`src/rtl/pwm_capture.sv`:
```
// pwm_capture: measures PWM period and high time over N periods; optional glitch filter via PWM_CAPTURE_GLITCH_FILTER_EN
module pwm_capture #(
  parameter int WIDTH      = 16,
  parameter int DONE_LEN   = 10,
  parameter int FILTER_LEN = 3
) (
  input  logic             iCLK,
  input  logic             iRSTn,
  input  logic             iPWM,
  input  logic             iStart,
  input  logic [1:0]       iAddr,
  input  logic             iWe,
  input  logic [WIDTH-1:0] iWdata,
  output logic [WIDTH-1:0] oRdata,
  output logic             oCapture_Done,
  output logic             oBusy
);
  typedef enum logic [2:0] {IDLE, ARM, HIGH, LOW, DONE} state_t;
  localparam int DW = $clog2(DONE_LEN + 1);
  localparam logic [WIDTH-1:0] CNT_MAX = '1;
  localparam logic [WIDTH-1:0] ONE = WIDTH'(1);
  if (FILTER_LEN < 1 || DONE_LEN < 1 || WIDTH < 4) begin : g_bad_param
    $error("pwm_capture: FILTER_LEN and DONE_LEN must be >= 1, WIDTH >= 4");
  end
  state_t state_q, state_d;
  logic sync1_q, sync2_q, lvl, lvl_dly_q, rise, fall;
  logic [WIDTH-1:0] cnt_q, cnt_d, per_q, per_d, high_q, high_d, tgt_q, tgt_d;
  logic [WIDTH-1:0] tlat_q, tlat_d, pdone_q, pdone_d, rdata_q, rdata_d;
  logic valid_q, valid_d, ovf_q, ovf_d;
  logic [DW-1:0] dcnt_q, dcnt_d;
  // two-flop synchronizer for the async line, plus a delayed copy of the edge-detect level
  always_ff @(posedge iCLK or negedge iRSTn)
    if (!iRSTn) {sync1_q, sync2_q, lvl_dly_q} <= '0;
    else {sync1_q, sync2_q, lvl_dly_q} <= {iPWM, sync1_q, lvl};
`ifdef PWM_CAPTURE_GLITCH_FILTER_EN
  localparam int FW = $clog2(FILTER_LEN + 1);
  logic filt_q;
  logic [FW-1:0] fcnt_q;
  // accept a new level only after it has held for FILTER_LEN consecutive cycles
  always_ff @(posedge iCLK or negedge iRSTn)
    if (!iRSTn) begin
      filt_q <= 1'b0;
      fcnt_q <= '0;
    end else if (sync2_q == filt_q) fcnt_q <= '0;
    else if (fcnt_q == FW'(FILTER_LEN - 1)) begin
      filt_q <= sync2_q;
      fcnt_q <= '0;
    end else fcnt_q <= fcnt_q + FW'(1);
  assign lvl = filt_q;
`else
  assign lvl = sync2_q;
`endif
  assign rise = lvl & ~lvl_dly_q;
  assign fall = ~lvl & lvl_dly_q;
  assign oBusy = state_q inside {ARM, HIGH, LOW};
  assign oCapture_Done = state_q == DONE;
  assign oRdata = rdata_q;
  // next-state: measurement FSM, target register and read mux
  always_comb begin
    state_d = state_q;
    cnt_d   = cnt_q;
    per_d   = per_q;
    high_d  = high_q;
    valid_d = valid_q;
    ovf_d   = ovf_q;
    pdone_d = pdone_q;
    tlat_d  = tlat_q;
    dcnt_d  = '0;
    tgt_d   = (iWe && iAddr == 2'd2) ? (iWdata == '0 ? ONE : iWdata) : tgt_q;
    rdata_d = iAddr == 2'd0 ? per_q :
              iAddr == 2'd1 ? high_q :
              iAddr == 2'd2 ? tgt_q : {{(WIDTH-3){1'b0}}, ovf_q, oBusy, valid_q};
    case (state_q)
      IDLE: if (iStart) begin
        state_d = ARM;
        cnt_d   = '0;
        per_d   = '0;
        high_d  = '0;
        valid_d = 1'b0;
        ovf_d   = 1'b0;
        pdone_d = '0;
        tlat_d  = tgt_q;
      end
      ARM, HIGH, LOW: begin
        cnt_d = cnt_q + ONE;
        if (cnt_q == CNT_MAX) begin
          ovf_d   = 1'b1;
          state_d = DONE;
        end else if (state_q == ARM && rise) begin
          cnt_d   = ONE;
          state_d = HIGH;
        end else if (state_q == HIGH && fall) begin
          high_d  = cnt_q;
          state_d = LOW;
        end else if (state_q == LOW && rise) begin
          per_d   = cnt_q;
          valid_d = 1'b1;
          pdone_d = pdone_q + ONE;
          cnt_d   = ONE;
          state_d = (pdone_q + ONE == tlat_q) ? DONE : HIGH;
        end
      end
      DONE: begin
        dcnt_d = dcnt_q + DW'(1);
        if (dcnt_q == DW'(DONE_LEN - 1)) state_d = IDLE;
      end
      default: state_d = IDLE;
    endcase
  end
  // state and datapath registers
  always_ff @(posedge iCLK or negedge iRSTn)
    if (!iRSTn) begin
      state_q <= IDLE;
      cnt_q   <= '0;
      per_q   <= '0;
      high_q  <= '0;
      valid_q <= 1'b0;
      ovf_q   <= 1'b0;
      pdone_q <= '0;
      tlat_q  <= '0;
      dcnt_q  <= '0;
      tgt_q   <= ONE;
      rdata_q <= '0;
    end else begin
      state_q <= state_d;
      cnt_q   <= cnt_d;
      per_q   <= per_d;
      high_q  <= high_d;
      valid_q <= valid_d;
      ovf_q   <= ovf_d;
      pdone_q <= pdone_d;
      tlat_q  <= tlat_d;
      dcnt_q  <= dcnt_d;
      tgt_q   <= tgt_d;
      rdata_q <= rdata_d;
    end
endmodule

```
`config.mk`:
```
export PLATFORM = sky130hd
export DESIGN_NAME = pwm_capture
export DESIGN_NICKNAME = d
export VERILOG_FILES = /design/src/rtl/pwm_capture.sv
export SDC_FILE = /design/constraint.sdc
export NUM_CORES = 1
export LEC_CHECK = 0
export BUFFER_PORTS_ARGS = -buffer_cell sky130_fd_sc_hd__buf_4
export CAP_MARGIN = 20
export CELL_PAD_IN_SITES_DETAIL_PLACEMENT = 1
export CELL_PAD_IN_SITES_GLOBAL_PLACEMENT = 2
export CORE_ASPECT_RATIO = 1.4
export CORE_MARGIN = 5
export CORE_UTILIZATION = 42
export DETAILED_ROUTE_END_ITERATION = 12
export PLACE_DENSITY = 0.95
export SLEW_MARGIN = 20
export SYNTH_ARGS = -nofsm -noshare
export SYNTH_HDL_FRONTEND = slang
export SYNTH_SLANG_ARGS = --single-unit
```
`constraint.sdc`:
```
create_clock -name iCLK -period 3.8 [get_ports iCLK]
set_input_delay 0.19 -clock iCLK [delete_from_list [all_inputs] [get_ports iCLK]]
set_output_delay 0.19 -clock iCLK [all_outputs]
set_load 0.02 [all_outputs]
```
==> metrics.txt, run 1 <==
outcome finished clean; ys async rst share 100%; relative area change from synthesis to final layout 19.1%; number of hold buffers added after CTS 6; Worst Setup End Kind register; setup clock skew after layout a little over 0.007 ns; Power Internal 3.01 mW; residual antenna-violating net count after detailed routing 0; CP max-delay cell sky130_fd_sc_hd__or4_4; clock net sink count 124; Vias per Instance roughly 5.7; area of the core ~0.014 mm^2; final total power 4.48 mW; pin count of the biggest net entering global routing between 60 and 70; sequential cell fraction of total power 41.6%; worst setup slack before clock tree synthesis between 1 and 1.5 ns; Final nets 671; count of flip-flops with a built-in enable after synthesis 0; overall die width roughly 110 um; distinct cell type count of the synthesized netlist 55; Post-route DRC 0; Worst IR Drop VDD 0.000354 V; CTS buffer count 17; min-delay worst type input port to register; sequential cell area roughly 0.0031 mm^2; footprint of the multi-input gates between 0.002 and 0.003 mm^2; final antenna diode count 0; vertical die dimension around 150 um; IO Port Bufs 40; total via count in the routed design 4,759; Post-DP HPWL 11,400 um; combinational share of power approximately 22%; wire length of the first global-routing pass ~28,000 um; largest fanout of any net on the critical path 7; final period demand of the worst path between 2 and 3 ns; Detailed Route WL 16,900 um; Sw Ratio 32.8%; violation count after the first detailed-routing iteration between 200 and 250; final RePlAce weighted congestion approximately 0.91; nets in the synthesized netlist approximately 630; 1st-pass router iterations 4; sequential cell area fraction in the yosys report a little over half; floorplan die area around 0.017 mm^2; maximum clock path buffer count 2; leading register cell type out of synthesis sky130_fd_sc_hd__dfrtp_1; count of final hold-check violations 0; average footprint of a synthesized cell slightly below 10 um^2; sort of element at the start of the critical path register; Rows between 50 and 60; cell total after placement 804; remaining global-route overflow 0; clock transition at the registers of the reported paths approximately 0.060 ns; portion of total power attributed to the clock network 36.2%; fraction of layout cells with a size suffix above 1 16.3%; per-cell routed wire length slightly above 20 um; non-filler instance count after layout 841; Syn Std Cell Area 0.00590 mm^2; most repeated library cell on the critical path sky130_fd_sc_hd__nor3_1; data required time of the critical path approximately 4.1 ns; vias in the first global route a little over 5,000; Final WS setup approximately 1.1 ns; Pleak between 3 and 4 nW; critical path type register to register; antenna violations before repair 0; clock latency on the worst-skew pair 0.43 ns; max_slew headroom between 40% and 50%; number of max-cap violations 0; most used cells in the layout excluding fill and tap cells 139 x sky130_fd_sc_hd__nand2_1, 123 x sky130_fd_sc_hd__dfrtp_1, 70 x sky130_fd_sc_hd__o21ai_0; net switching power figure 1.47 mW; TritonCTS clock tree built; H-tree lvl count 4; actual transition at the worst max-transition pin ~0.9 ns; count of filler cells inserted in the layout ~1,600; setup repair after global routing missed its margin false; leading cell type in the layout, fill and taps excluded sky130_fd_sc_hd__nand2_1; number of top-level pins 41; f_max 0.372 GHz; cells resized by post-CTS repair 0; Slew Limit Fails 0; CTS Root Cell sky130_fd_sc_hd__clkbuf_16; CP peak stage delay 0.56 ns; final setup TNS 0 ns; ordered cell list for the critical path ha_1, nand3_1, nor3_1, or4_1, or4_4, nor4_1, nor3_1; arrival time of the worst setup path roughly 3 ns; overall routing resource usage 22.2%; starting density of the core 42.6%; register bit total from synthesis approximately 120; cells after synthesis slightly above 600; Final setup violation count 0; crit share post-route 70.7%; number of buffers added for setup after CTS 0; YS warnings 0; pwr dens ~640 mW/mm^2
Yosys cell counts (all sizes together), types with 2 or more instances:
master	number	area share [%]
o31ai	10	1.3
clkbuf	25	1.6
a311oi	2	0.30
a211oi	2	0.25
or2	4	0.42
nor4b	2	0.40
or4	2	0.32
o31a	3	0.45
mux2	15	2.9
and4	8	1.2
nor2	30	1.9
nor3	9	0.76
o41ai	4	0.59
xor2	16	2.4
ha	4	0.85
mux2i	19	3.2
a31oi	5	0.53
a21oi	10	0.85
o21ai	71	6.0
or3	2	0.21
inv	8	0.51
nand4	8	0.85
a22o	2	0.30
dfrtp	123	52
xnor2	14	2.2
and3	5	0.53
mux4	3	1.1
nand2b	2	0.21
nand3	18	1.5
nor4	14	1.7
nand2	139	8.8
buf	8	0.66
o22ai	3	0.32
path summary, 6_finish.rpt:
kind	start	slack (ns)	cells after the start	endpoint
max in group asynchronous	iRSTn	2.36	3	tgt_q[0]$_DFFE_PN1P_
worst max-delay path	pdone_q[0]$_DFFE_PN0P_	1.11	7	state_q[1]$_DFFE_PN0P_
worst min register to register	sync1_q$_DFF_PN0_	0.35	0	lvl$_DFF_PN0_
min in group asynchronous	iRSTn	0.43	2	dcnt_q[0]$_DFF_PN0_
worst min-delay path	iWdata[9]	0.02	2	tgt_q[9]$_DFFE_PN0P_
worst max register to register	pdone_q[0]$_DFFE_PN0P_	1.11	7	state_q[1]$_DFFE_PN0P_
cells by family after synthesis:
logic type	Yosys count	synth area share (%)
xor gates and xnor gates	31	4.97
and+or+nand+nor	250	19.9
buffers and inverters	41	2.76
AOI/OAI and AO/OA	117	11.6
muxes	37	7.24
adders and majority gates	4	0.849
DFF	124	52.7
power groups by stage:
stage	combinational (mW)	sequential [mW]	clock, mW
after global routing	1.10	1.89	1.71
final	0.991	1.86	1.62
after floorplan	0.650	1.81	0
after CTS	1.00	1.86	1.64
after detailed placement	0.969	1.87	0
after global placement	0.919	1.85	0
sequential cells by signal (all words and copies together), names as in the netlist:
name	count
cnt_q	16
dcnt_q	4
high_q	16
lvl	1
lvl_dly_q	1
oRdata	16
ovf_q	1
pdone_q	16
per_q	16
state_q	3
sync1_q	1
tgt_q	16
tlat_q	16
valid_q	1
worst max-delay path, delay by kind of cell, from the launching register on:
kind                     cells  cell delay [ns]
adder cells (fa/ha/maj)      1             0.31
AND/OR/NAND/NOR              6             1.79
flip-flops                   1             0.46
layer usage:
layer	up-vias	GRT usage, %	share of wire, %
met5	-	0	0
met4	0	10.4	3.7
met3	38	4.85	3.0
met2	88	38.5	53
met1	2436	25.8	40
li1	2197	-	-
stage by stage:
| step | utilization, % | area (um^2) | hold slack (ns) |
|---|---|---|---|
| global route | 50.7 | 7020 | 0.0118 |
| floorplan | - | 5900 | -0.106 |
| finish | 50.7 | 7020 | 0.0226 |
| detailed placement | 46.0 | 6370 | 0.302 |
| global placement | 46.0 | 6370 | 0.304 |
| CTS | 50.7 | 7020 | 0.00723 |
layout make-up:
cell class                      count  share of cell area, %
Timing Repair Buffer               54                   6.16
Tap cell                          185                   3.30
Multi-Input combinational cell    439                   37.5
Inverter                            8                  0.428
Clock buffer                       19                   6.45
Clock inverter                     12                   2.00
Sequential cell                   124                   44.2
Note: power is estimated with default switching activity, not from simulation.
==> run 2, diff against run 1 <==
--- a/config.mk
+++ b/config.mk
@@ -11,9 +11,9 @@
 export CELL_PAD_IN_SITES_GLOBAL_PLACEMENT = 2
 export CORE_ASPECT_RATIO = 1.4
 export CORE_MARGIN = 5
-export CORE_UTILIZATION = 42
+export CORE_UTILIZATION = 39
 export DETAILED_ROUTE_END_ITERATION = 12
-export PLACE_DENSITY = 0.95
+export PLACE_DENSITY = 0.91
 export SLEW_MARGIN = 20
 export SYNTH_ARGS = -nofsm -noshare
 export SYNTH_HDL_FRONTEND = slang
==> constraint.sdc (replaced) <==
create_clock -name iCLK -period 2.6 [get_ports iCLK]
set_input_delay 0.13 -clock iCLK [delete_from_list [all_inputs] [get_ports iCLK]]
set_output_delay 0.13 -clock iCLK [all_outputs]
set_load 0.02 [all_outputs]
==> metrics.txt, run 2 (same netlist as run 1, synthesis figures left out) <==
pwr dens 898 mW/mm^2 (+41%); CP max-delay cell sky130_fd_sc_hd__or4_4; setup clock skew after layout 0.00976 ns (+0.00250 ns); total via count in the routed design 4,777 (+0.38%); violation count after the first detailed-routing iteration 261 (+18%); outcome finished clean; overall die width 114 um (+3.4%); final period demand of the worst path 2.46 ns (-0.232 ns); most used cells in the layout excluding fill and tap cells 139 x sky130_fd_sc_hd__nand2_1, 123 x sky130_fd_sc_hd__dfrtp_1, 70 x sky130_fd_sc_hd__o21ai_0; Post-route DRC 0 (unchanged); Detailed Route WL 17,100 um (+1.1%); ordered cell list for the critical path ha_1, xnor2_1, o211ai_1, or4_1, or4_4, nor4_1, nor3_1; antenna violations before repair 2 (+2); footprint of the multi-input gates 0.00263 mm^2 (about the same); number of max-cap violations 0 (unchanged); overall routing resource usage 20.4% (-1.8 points); floorplan die area 0.0177 mm^2 (+7.1%); relative area change from synthesis to final layout 22.2%; TritonCTS clock tree built; final RePlAce weighted congestion 0.891 (-2.3%); pin count of the biggest net entering global routing 53 (-22%); remaining global-route overflow 0 (unchanged); actual transition at the worst max-transition pin 0.915 ns (+0.0181 ns); CP peak stage delay 0.56 ns (about the same); Final nets 694 (+3.4%); largest fanout of any net on the critical path 5 (-2); starting density of the core 39.5% (-3.1 points); data required time of the critical path 2.90 ns (-1.20 ns); end point of the critical path state_q[1]$_DFFE_PN0P_; Final WS setup 0.144 ns (-0.968 ns); sort of element at the start of the critical path register; count of filler cells inserted in the layout 1,682 (+6.4%); IO Port Bufs 40 (unchanged); wire length of the first global-routing pass 28,000 um (+1.0%); number of top-level pins 41 (unchanged); Worst Setup End Kind register; leading cell type in the layout, fill and taps excluded sky130_fd_sc_hd__nand2_1; Crit Reg-Reg Endpoint state_q[1]$_DFFE_PN0P_; min-delay worst type input port to register; f_max 0.407 GHz (+9.4%); Worst IR Drop VDD 0.000404 V (+14%); H-tree lvl count 4 (unchanged); final total power 6.47 mW (+44%); vertical die dimension 155 um (+3.5%); origin of the critical flop-to-flop path pdone_q[1]$_DFFE_PN0P_; critical path type register to register; crit share post-route 94.5% (+24 points); Pleak 3.25 nW (+2.6%); timing startpoint of the critical path pdone_q[1]$_DFFE_PN0P_; setup repair after global routing missed its margin false; final setup TNS 0 ns (unchanged); cell count of the worst reg-to-reg path 7 (unchanged); per-cell routed wire length 19.6 um (-2.6%); area of the core 0.0149 mm^2 (+7.8%); clock net sink count 124 (unchanged); maximum clock path buffer count 2 (unchanged); CTS Root Cell sky130_fd_sc_hd__clkbuf_16; count of final hold-check violations 0 (unchanged); max_slew headroom 38.9% (-1.3 points); vias in the first global route 5,238 (+1.2%); residual antenna-violating net count after detailed routing 0 (unchanged); CTS buffer count 17 (unchanged); worst setup slack before clock tree synthesis 0.125 ns (-1.05 ns); Core Util, Final 48.3% (-2.4 points); 1st-pass router iterations 4 (unchanged); Post-DP HPWL 11,800 um (+3.4%); clock transition at the registers of the reported paths 0.06 ns (about the same); Vias per Instance 5.47 (-3.3%); arrival time of the worst setup path 2.76 ns (-0.23 ns); clock latency on the worst-skew pair 0.43 ns (about the same); sequential cell area 0.00310 mm^2 (unchanged); Final setup violation count 0 (unchanged); fraction of layout cells with a size suffix above 1 17.5% (+1.2 points); Rows 53 (+3.9%); flop2flop setup slack 0.14 ns (-0.97 ns); Slew Limit Fails 0 (unchanged)
==> run 2: area by class of cell <==
class / count / area share (%)
Antenna cell: 2 / 0.0695
Clock buffer: 18 / 6.10
Clock inverter: 13 / 1.62
Inverter: 8 / 0.417
Multi-Input combinational cell: 439 / 36.6
Sequential cell: 124 / 43.1
Tap cell: 192 / 3.33
Timing Repair Buffer: 77 / 8.82
==> run 2: power breakdown <==
group,total [mW],internal (mW),switching [mW],leakage (nW)
sequential,2.69,2.31,0.383,1.62
clock,2.26,1.33,0.921,0.269
combinational,1.52,0.676,0.840,1.36
==> run 2: worst max-delay path, delay by kind of cell, from the launching register on <==
kind	cells	cell delay, ns
compound gates	1	0.10
fa+ha+maj	1	0.34
xor+xnor	1	0.15
flops	1	0.43
simple gates	4	1.33
==> run 2: timing repair <==
action                                 4_1_cts  5_1_grt
setup endpoints to repair                    0        2
resized for setup                            0        1
endpoints found under the hold margin       67        0
setup buffers                                0        0
hold buffers                                18        0
==> run 2: how the worst min path moves through the flow <==
stage,startpoint,to,slack [ns],cells after the start
after CTS,iAddr[1],oRdata[9]$_DFF_PN0_,0.06,2
after global routing,iAddr[1],oRdata[4]$_DFF_PN0_,0.08,2
final,iAddr[1],oRdata[9]$_DFF_PN0_,0.06,2
after global placement,iRSTn,pdone_q[3]$_DFFE_PN0P_,0.22,1
after detailed placement,iRSTn,pdone_q[4]$_DFFE_PN0P_,0.23,1
after floorplan,iRSTn,cnt_q[0]$_DFFE_PN0P_,-0.17,0
==> run 2: per-layer routing <==
metal | vias to the layer above | global-route usage [%] | part of all wire, %
met5 | - | 0 | 0
met4 | 0 | 9.39 | 3.4
met3 | 38 | 3.66 | 2.8
met2 | 88 | 36.3 | 54
met1 | 2400 | 23.6 | 40
li1 | 2251 | - | -
==> run 2: stage by stage <==
step,instances,instance area (um^2),hold WS (ns)
after floorplan,604,5900,-0.166
after global placement,822,6460,0.221
after detailed placement,822,6460,0.230
after CTS,871,7200,0.0630
after global routing,873,7200,0.0767
final,873,7200,0.0623
==> run 3, diff against run 2 <==
--- a/config.mk
+++ b/config.mk
@@ -11,9 +11,9 @@
 export CELL_PAD_IN_SITES_GLOBAL_PLACEMENT = 2
 export CORE_ASPECT_RATIO = 1.4
 export CORE_MARGIN = 5
-export CORE_UTILIZATION = 39
+export CORE_UTILIZATION = 42
 export DETAILED_ROUTE_END_ITERATION = 12
-export PLACE_DENSITY = 0.91
+export PLACE_DENSITY = 0.95
 export SLEW_MARGIN = 20
 export SYNTH_ARGS = -nofsm -noshare
 export SYNTH_HDL_FRONTEND = slang
==> constraint.sdc (replaced) <==
create_clock -name iCLK -period 3.13 [get_ports iCLK]
set_input_delay 0.1565 -clock iCLK [delete_from_list [all_inputs] [get_ports iCLK]]
set_output_delay 0.1565 -clock iCLK [all_outputs]
set_load 0.02 [all_outputs]
==> metrics.txt, run 3 (same netlist as run 1, synthesis figures left out) <==
hold path startpoint iWdata[13]; per-cell routed wire length 21.1 um (+7.6%); maximum clock path buffer count 2 (unchanged); antenna violations before repair 0 (-2); area of the core 0.0138 mm^2 (-7.2%); count of final hold-check violations 0 (unchanged); 1st-pass router iterations 5 (+1); worst setup slack before clock tree synthesis 0.517 ns (+0.392 ns); arrival time of the worst setup path 2.93 ns (+0.17 ns); most used cells in the layout excluding fill and tap cells 139 x sky130_fd_sc_hd__nand2_1, 123 x sky130_fd_sc_hd__dfrtp_1, 70 x sky130_fd_sc_hd__o21ai_0; count of filler cells inserted in the layout 1,563 (-7.1%); H-tree lvl count 4 (unchanged); largest fanout of any net on the critical path 7 (+2); leading cell type in the layout, fill and taps excluded sky130_fd_sc_hd__nand2_1; outcome finished clean; vias in the first global route 5,529 (+5.6%); Post-DP HPWL 12,000 um (+1.4%); setup clock skew after layout 0.00795 ns (-0.00181 ns); critical path type register to register; clock net sink count 124 (unchanged); TritonCTS clock tree built; final non-filler cell area 0.00709 mm^2 (-1.5%); starting density of the core 42.6% (+3.1 points); pwr dens 779 mW/mm^2 (-13%); f_max 0.378 GHz (-7.1%); fraction of layout cells with a size suffix above 1 16.3% (-1.2 points); violation count after the first detailed-routing iteration 227 (-13%); remaining global-route overflow 0 (unchanged); Final WS setup 0.486 ns (+0.342 ns); number of max-cap violations 0 (unchanged); wire length of the first global-routing pass 29,100 um (+4.1%); number of buffers added for setup after CTS 0 (unchanged); Worst IR Drop VDD 0.000401 V (-0.63%); cells resized by post-CTS repair 0 (unchanged); final RePlAce weighted congestion 0.829 (-6.9%); placed standard-cell area 0.00638 mm^2 (-1.3%); CTS Root Cell sky130_fd_sc_hd__clkbuf_16; final antenna diode count 0 (-2); max_slew headroom 36.2% (-2.7 points); sort of element at the start of the critical path register; residual antenna-violating net count after detailed routing 0 (unchanged); Final nets 677 (-2.4%); Final setup violation count 0 (unchanged); clock transition at the registers of the reported paths 0.06 ns (about the same); relative area change from synthesis to final layout 20.3%; Worst Setup End Kind register; clock latency on the worst-skew pair 0.42 ns (about the same); CTS buffer count 17 (unchanged); data required time of the critical path 3.42 ns (+0.52 ns); overall die width 110 um (-3.3%); Vias per Instance 5.78 (+5.6%); origin of the critical flop-to-flop path pdone_q[0]$_DFFE_PN0P_; timing startpoint of the critical path pdone_q[0]$_DFFE_PN0P_; Detailed Route WL 17,800 um (+4.4%); vertical die dimension 150 um (-3.4%); overall routing resource usage 23.1% (+2.7 points); number of top-level pins 41 (unchanged); final period demand of the worst path 2.64 ns (+0.188 ns); Post-route DRC 0 (unchanged); crit share post-route 84.5% (-10 points); pin count of the biggest net entering global routing 60 (+13%); setup repair after global routing missed its margin false; Slew Limit Fails 0 (unchanged); floorplan die area 0.0165 mm^2 (-6.6%); min-delay worst type input port to register; Rows 51 (-3.8%); IO Port Bufs 40 (unchanged); actual transition at the worst max-transition pin 0.956 ns (+0.0410 ns); total via count in the routed design 4,892 (+2.4%); final setup TNS 0 ns (unchanged); Pleak 3.19 nW (-1.7%)
[run 3: cell count changes in the layout (fill, tap and decap cells not counted), sizes merged]
cell / delta
clkinv: -2
diode: -2
buf: -10
bufinv: +2
dlygate4sd3: -7
[run 3: layer usage]
layer  global-route usage [%]  wire, um
met5                        0         0
met3                     4.46       501
met4                     10.9       746
met2                     41.5      9730
met1                     25.8      6870
[run 3: stage by stage]
stage               total power, mW  hold slack [ns]  utilization, %  std cells
floorplan                      2.99           -0.139               -        604
global placement               3.37            0.262            46.1        805
detailed placement             3.47            0.270            46.1        805
CTS                            5.54         0.000692            51.2        847
global route                   5.79          0.00158            51.2        847
finish                         5.52           0.0178            51.2        847
[run 3: final timing paths]
check                                          to  slack, ns  cells after the start
max reg2reg                state_q[1]$_DFFE_PN0P_       0.49                      7
min                         tgt_q[13]$_DFFE_PN0P_       0.02                      2
min reg2reg                         lvl$_DFF_PN0_       0.35                      0
max in group asynchronous   cnt_q[14]$_DFFE_PN0P_       1.87                      3
max                        state_q[1]$_DFFE_PN0P_       0.49                      7
min in group asynchronous     dcnt_q[3]$_DFF_PN0_       0.36                      2
[run 3: what timing repair did]
action | in CTS | in global routing
hold buffers | 11 | 0
endpoints found under the hold margin | 65 | 0
endpoints found under the setup margin | 0 | 0
[run 3: area by class of cell]
type | instances | area (um^2) | share of cell area, %
clock buffer | 18 | 439 | 6.19
clock inverter | 13 | 166 | 2.35
inverter | 8 | 30.0 | 0.423
multi-input combinational | 439 | 2630 | 37.1
sequential | 124 | 3100 | 43.8
tap | 185 | 231 | 3.26
timing repair buffer | 60 | 490 | 6.91
[run 3: where the power goes]
| group | total (mW) | internal (mW) | switching [mW] |
|---|---|---|---|
| Sequential | 2.27 | 1.92 | 0.353 |
| Combinational | 1.22 | 0.518 | 0.707 |
| Clock | 2.03 | 1.27 | 0.752 |
| Total | 5.52 | 3.71 | 1.81 |
[run 3: worst max-delay path, stage by stage, from the launching register on]
cell and delay [ns]:
sky130_fd_sc_hd__dfrtp_1 0.45, sky130_fd_sc_hd__ha_1 0.29, sky130_fd_sc_hd__nand3_1 0.23, sky130_fd_sc_hd__nor3_1 0.09, sky130_fd_sc_hd__or4_1 0.53, sky130_fd_sc_hd__or4_4 0.57
sky130_fd_sc_hd__nor4_1 0.27, sky130_fd_sc_hd__nor3_1 0.09
